--- config.mk ---
export PLATFORM = sky130hd
export DESIGN_NAME = panel_key_seq
export DESIGN_NICKNAME = d
export VERILOG_FILES = /design/src/rtl/panel_key_seq.sv
export SDC_FILE = /design/constraint.sdc
export NUM_CORES = 1
export LEC_CHECK = 0
export CORE_MARGIN = 1.5
export CORE_UTILIZATION = 43
export CTS_CLUSTER_SIZE = 30
export DETAILED_ROUTE_END_ITERATION = 10
export MAX_ROUTING_LAYER = met4
export PLACE_DENSITY = 0.77
export RECOVER_POWER = 25
export SKIP_LAST_GASP = 1
export SLEW_MARGIN = 20
export SYNTH_ARGS = -nofsm -noshare
export SYNTH_HDL_FRONTEND = slang
export SYNTH_SLANG_ARGS = --single-unit
--- constraint.sdc ---
create_clock -name clk -period 1.7 [get_ports clk]
set_input_delay 0.255 -clock clk [delete_from_list [all_inputs] [get_ports clk]]
set_output_delay 0.255 -clock clk [all_outputs]
set_load 0.01 [all_outputs]
--- src/rtl/panel_key_seq.sv ---
// PDP-8/I front-panel momentary-key sequencer: arbitrates filtered key edges into
// single console commands with req/ack, key lockout with hold-off, and an immediate STOP pulse.
//
// state   | meaning
// IDLE    | armed, waiting for a key edge
// ISSUE   | command presented, waiting for ack or timeout
// RELEASE | waiting for all keys to be released
// HOLDOFF | all keys released, counting the hold-off period
module panel_key_seq #(
    parameter int unsigned HOLDOFF_CYCLES = 16,
    parameter int unsigned ACK_TIMEOUT    = 255
) (
    input  logic       clk,
    input  logic       rst,
    input  logic [5:0] key_pedge,
    input  logic [5:0] key_filt,
    input  logic       run,
    input  logic       ack,
    output logic [2:0] cmd,
    output logic       cmd_valid,
    output logic       stop_req,
    output logic       rejected,
    output logic       timeout,
    output logic       busy
);

    typedef enum logic [1:0] {
        IDLE    = 2'd0,
        ISSUE   = 2'd1,
        RELEASE = 2'd2,
        HOLDOFF = 2'd3
    } state_t;

    localparam logic [7:0] ACK_LAST  = 8'(ACK_TIMEOUT - 1);
    localparam logic [7:0] HOLD_LAST = 8'(HOLDOFF_CYCLES - 1);

    state_t     state;
    logic [7:0] count;
    logic [2:0] sel_code;
    logic       any_edge;
    logic       any_down;
    logic       unused_stop_level;

    // STOP level is never used by the sequencer; only its edge matters
    assign unused_stop_level = key_filt[5];
    assign any_edge          = |key_pedge[4:0];
    assign any_down          = |key_filt[4:0];

    // lowest-index key wins when several edges arrive together
    always_comb begin
        sel_code = 3'd0;
        for (int i = 4; i >= 0; i--) begin
            if (key_pedge[i]) begin
                sel_code = 3'(i + 1);
            end
        end
    end

    always_ff @(posedge clk) begin
        if (rst) begin
            state     <= IDLE;
            count     <= 8'd0;
            cmd       <= 3'd0;
            cmd_valid <= 1'b0;
            stop_req  <= 1'b0;
            rejected  <= 1'b0;
            timeout   <= 1'b0;
            busy      <= 1'b0;
        end else begin
            stop_req <= key_pedge[5];
            rejected <= 1'b0;
            timeout  <= 1'b0;
            case (state)
                IDLE: begin
                    if (any_edge) begin
                        busy <= 1'b1;
                        if (run) begin
                            rejected <= 1'b1;
                            state    <= RELEASE;
                        end else begin
                            cmd       <= sel_code;
                            cmd_valid <= 1'b1;
                            count     <= 8'd0;
                            state     <= ISSUE;
                        end
                    end
                end
                ISSUE: begin
                    // ack wins over a timeout landing in the same cycle
                    if (ack) begin
                        cmd       <= 3'd0;
                        cmd_valid <= 1'b0;
                        state     <= RELEASE;
                    end else if (count == ACK_LAST) begin
                        cmd       <= 3'd0;
                        cmd_valid <= 1'b0;
                        timeout   <= 1'b1;
                        state     <= RELEASE;
                    end else begin
                        count <= count + 8'd1;
                    end
                end
                RELEASE: begin
                    if (!any_down) begin
                        count <= 8'd0;
                        state <= HOLDOFF;
                    end
                end
                HOLDOFF: begin
                    if (any_down) begin
                        state <= RELEASE;
                    end else if (count == HOLD_LAST) begin
                        busy  <= 1'b0;
                        state <= IDLE;
                    end else begin
                        count <= count + 8'd1;
                    end
                end
                default: begin
                    cmd       <= 3'd0;
                    cmd_valid <= 1'b0;
                    busy      <= 1'b0;
                    state     <= IDLE;
                end
            endcase
        end
    end

endmodule

== Yosys cells after proc, flatten, opt, wreduce, memory -nomap -nowiden ==
Cells that the tools add are included.
Word-level totals
  logic and storage cells: 75
  output and inout bits: 8
  register bits: 18
Cells by class
  eq/ne operators: 15
  reductions and logical operators: 11
  bitwise operators: 3
  add/sub/neg operators: 1
  muxes and demuxes: 37
Operators with widths (count)
  2-to-1 mux 8 bit: 7
  one-hot mux 8 bit (4 select lines): 1
  2-to-1 mux 3 bit: 9
  != test 2 bit, second input constant: 8
  2-to-1 mux 2 bit: 7
  AND reduction 4 bit: 3
  OR reduction 5 bit: 2
  2-to-1 mux 1 bit: 9
  adder 8 x 1 -> 8 bit, second input constant: 1
  equality test 8 x 4 -> 1 bit, second input constant: 1
  equality test 8 bit, second input constant: 1
  one-hot mux 2 bit (4 select lines): 1
  AND reduction 7 bit: 1
  != test 3 bit, second input constant: 2
  one-hot mux 3 bit (2 select lines): 1
  OR reduction 3 bit: 2
  equality test 2 bit, second input constant: 2
  one-hot mux 1 bit (2 select lines): 2
  nonzero test 2 bit: 2
  inverter 1 bit: 3
  equality test 2 x 1 -> 1 bit, second input constant: 1
  zero test 2 bit: 1

== Depth between registers and ports, before layout ==
  depth after elaboration: 8
  depth in mapped cells: 7
  mapped depth without buffers: 7

== Least setup slack after synthesis ==
No wires, ideal clock.
  path type: reg2reg
  from: register count[1]
  to: register count[4]
  setup time: 0.132 ns
  cell stages (with the launch flop): 8
  setup slack: -0.169 ns
  buffers on the path: 0
  period minus slack after synthesis: 1.869 ns
  data arrival time: 1.737 ns
  path through: dfxtp_1 -> ha_1 -> nand4b_1 -> or4_4 -> a32o_2 -> and2b_1 -> o21ai_1 -> a21oi_1
On the way
  longest elaborated chain between the ends: 4
Ends and longest elaborated chain
  start, declared: RTL line 38  | logic [7:0] count;
  start signal, assigned: RTL line 100  | count <= count + 8'd1;
  start signal, assigned: RTL line 116  | count <= count + 8'd1;
  adder 8 x 1 -> 8 bit: RTL line 100, 116
  2-to-1 mux 8 bit, on equally long branches: RTL line 112, 94
  2-to-1 mux 8 bit, on equally long branches: RTL line 110, 90
  one-hot mux 8 bit (4 select lines): RTL line 73  | case (state)
Parallel ways exist; a longest one is shown, timed or not. The select of a mux whose other input is x is not followed.
A chain may end at the register's enable or synchronous reset.

== Final worst setup path ==
  from: register count[1]
  to: register count[5]
Same word-level chain as after synthesis.

==> flow_metrics.env <==
export IMPL_outcome="finished, violations left"
export IMPL_violations="negative setup slack"
export IMPL_hp_class="register to register"
export IMPL_synth_top_cell_by_area="dfxtp_1"
export IMPL_clockRootBuffer="clkbuf_4"
export IMPL_holdWs_ns=0.485
export IMPL_synth_nets=140
export IMPL_synth_common_cells="18 x dfxtp_1, 10 x nor2_1, 9 x a21oi_1, 9 x nand2_1"
export IMPL_grt_usage_pct=25.1
export IMPL_maxCapViolCount=0
export IMPL_yosysMostFrequentCell="dfxtp_1"
export IMPL_critical_path_class="register to register"
export IMPL_top_usage_layer="met2"
export IMPL_crit_fanout=8
export IMPL_p_leak_nw=0.601
export IMPL_power_mw=1.21
export IMPL_wl_per_cell_um=15.5
export IMPL_required_ns=1.90
export IMPL_rr_endpoint="count[5]$_SDFFE_PP0P_"
export IMPL_end_kind="register"
export IMPL_synth_distinct_cells=41
export IMPL_hold_buffers=0
export IMPL_finalSetupViolations=10
export IMPL_routed_wl_um=3050
export IMPL_final_nets=188
export IMPL_die_h_um=51.2
export IMPL_grt_util_met1_pct=23.9
export IMPL_std_cell_rows=17
export IMPL_fill_cells=191
export IMPL_die_w_um=51.2
export IMPL_clock_skew_ns=0.00917
export IMPL_r2r_start="count[1]$_SDFFE_PP0P_"
export IMPL_use_met3_pct=3.51
export IMPL_yosysTopAreaCellShare_pct=36.0
export IMPL_synth_async_reset_ratio_pct=0
export IMPL_yosys_register_bits=18
export IMPL_postSynthCellCount=122
export IMPL_rrSetupSlack_ns=-0.31
export IMPL_fin_crit_sh_pct=118
export IMPL_worstPathArrival_ns=2.21
export IMPL_drt_vias_per_instance=5.86
export IMPL_synth_main_ff_cell="dfxtp_1"
export IMPL_drc_errors=0
export IMPL_ys_top_cells_by_area="dfxtp_1 36%, a21oi_1 4.5%, nor2_1 3.8%"
export IMPL_antenna_found_initial=0
export IMPL_clkSinkCount=18
export IMPL_ys_seq_area_share_pct=36.0
export IMPL_fmax_ghz=0.497
export IMPL_worst_pin_slew_ns=0.453
export IMPL_rsz0062_at_grt="true"
export IMPL_io_buffer_count=22
export IMPL_hpwl_um=2290
export IMPL_clk_latency_ns=0.30
export IMPL_gp_congestion=0.899
export IMPL_cts_htree_levels=1
export IMPL_yosysWarnings=0
export IMPL_numCtsBuffers=3
export IMPL_cts_buffer_depth=2
export IMPL_hold_viol=0
export IMPL_num_vias=1154
export IMPL_ff2ff_path_depth=6
export IMPL_grt_pass1_vias=1137
export IMPL_peakVddDrop_v=0.000499
export IMPL_core_area_sq_mm=0.00221
export IMPL_drive_above_1_share_pct=28.4
export IMPL_setup_ws_ns=-0.312
export IMPL_cts_tree="done"
export IMPL_netlist_area_sq_mm=0.00100
export IMPL_slew_violations=0
export IMPL_grt_max_degree=20
export IMPL_diodes=0
export IMPL_grt_pass1_wl_um=4800
export IMPL_crit_start="count[1]$_SDFFE_PP0P_"
export IMPL_start_util_pct=45.2
export IMPL_cellPowerDensity_mw_per_mm2=786
export IMPL_areaGrowthSynthToFinish_pct=53.8
export IMPL_min_period_ns=2.01
export IMPL_grt_overflow=0
export IMPL_slew_headroom_pct=69.5
export IMPL_worstSetupEndpoint="count[5]$_SDFFE_PP0P_"
export IMPL_path_clk_slew_ns=0.12
export IMPL_final_antenna_net_count=0
export IMPL_met2_usage_pct=48.9
export IMPL_synth_edf_count=0
export IMPL_dr_first_iter_drc_count=25
export IMPL_first_pass_iters=4
export IMPL_ios=24
export IMPL_postSynthAreaPerCell_sq_um=8.20
export IMPL_start_kind="register"
export IMPL_die_area_sq_mm=0.00263
-- worst min path at each step --
| stage | from | end | slack, ns | cells after the start |
|---|---|---|---|---|
| CTS | cmd_valid$_SDFFE_PP0P_ | cmd_valid$_SDFFE_PP0P_ | 0.49 | 1 |
| detailed placement | cmd_valid$_SDFFE_PP0P_ | cmd_valid$_SDFFE_PP0P_ | 0.46 | 1 |
| finish | cmd_valid$_SDFFE_PP0P_ | cmd_valid$_SDFFE_PP0P_ | 0.49 | 1 |
| floorplan | key_pedge[5] | stop_req$_SDFF_PP0_ | 0.38 | 1 |
| global route | key_pedge[5] | stop_req$_SDFF_PP0_ | 0.51 | 2 |
| global placement | cmd[0]$_SDFFE_PP0P_ | cmd[0]$_SDFFE_PP0P_ | 0.45 | 2 |
-- stage by stage --
stage / instances / setup slack [ns] / area [sq um] / utilization, % / TNS (ns)
5_1_grt: 197 / -0.406 / 1540 / 69.6 / -3.08
2_1_floorplan: 122 / -0.0981 / 1020 / - / -0.493
3_3_place_gp: 191 / -0.440 / 1430 / 64.7 / -3.98
4_1_cts: 196 / -0.299 / 1520 / 68.6 / -1.91
6_report: 197 / -0.312 / 1540 / 69.6 / -2.09
3_5_place_dp: 191 / -0.483 / 1430 / 64.7 / -4.67
-- per-layer routing --
| layer | routed length, um | part of all wire (%) |
|---|---|---|
| met1 | 1160 | 38 |
| met2 | 1700 | 56 |
| met3 | 153 | 5.0 |
| met4 | 40 | 1.3 |
| met5 | 0 | 0 |
-- critical path, stage by stage (launching register included) --
cell and delay [ns]:
dfxtp_2 0.38, ha_4 0.14, nand4b_1 0.12, or4_4 0.48, a41oi_4 0.27, o21ai_4 0.15, a2111oi_2 0.36
-- sequential cells by signal, summed over array words and instances, names as in the netlist --
signal	cells
busy	1
count	8
state	2
cmd	3
cmd_valid	1
rejected	1
stop_req	1
timeout	1
-- cells by family (layout without fill, tap and decap cells) --
family	count (synthesis)	after routing	share of synthesized area, %
adder cells (fa/ha/maj)	2	2	2.50
XOR/XNOR	2	2	1.75
buffers and inverters	12	59	4.63
AND/OR/NAND/NOR	53	53	30.6
AO/OA/AOI/OAI	35	35	24.5
flip-flops	18	18	36.0
-- report_power, final --
part	internal, mW	total [mW]	switching (mW)
Combinational	0.211	0.444	0.234
Sequential	0.454	0.490	0.0356
Clock	0.131	0.276	0.145
Total	0.795	1.21	0.414
-- layout by cell type, fill, tap and decap left out, drive strengths merged --
cell type / Yosys / final
a2111oi: 1 / 1
a21o: 1 / 1
a21oi: 9 / 9
a31oi: 4 / 4
a32o: 1 / 1
a41oi: 3 / 3
and2: 3 / 3
and2b: 1 / 1
and3: 3 / 3
and4: 2 / 2
buf: 2 / 26
clkbuf: 3 / 4
clkdlybuf4s50: 0 / 17
dfxtp: 18 / 18
dlygate4sd2: 0 / 3
dlygate4sd3: 0 / 2
ha: 2 / 2
inv: 7 / 7
nand2: 10 / 10
nand2b: 1 / 1
nand3: 6 / 6
nand4: 1 / 1
nand4b: 1 / 1
nor2: 11 / 11
nor2b: 1 / 1
nor3: 4 / 4
nor4: 5 / 5
o211ai: 1 / 1
o21a: 3 / 3
o21ai: 9 / 9
o311a: 1 / 1
o32ai: 2 / 2
or3: 3 / 3
or4: 1 / 1
xnor2: 2 / 2
-- timing repair --
item | CTS | global route
pin swaps | 11 | 2
endpoints found under the setup margin | 11 | 11
gates resized for setup | 11 | 3
setup buffers | 1 | 1
gates cloned | 0 | 0
-- area by class of cell --
type,instances,area (sq um),share of cell area (%)
Clock buffer,4,36.3,2.36
Timing Repair Buffer,48,419,27.2
Multi-Input combinational cell,92,659,42.8
Tap cell,28,35.0,2.28
Sequential cell,18,363,23.6
Inverter,7,26.3,1.71
Note: power is estimated with default switching activity, not from simulation.
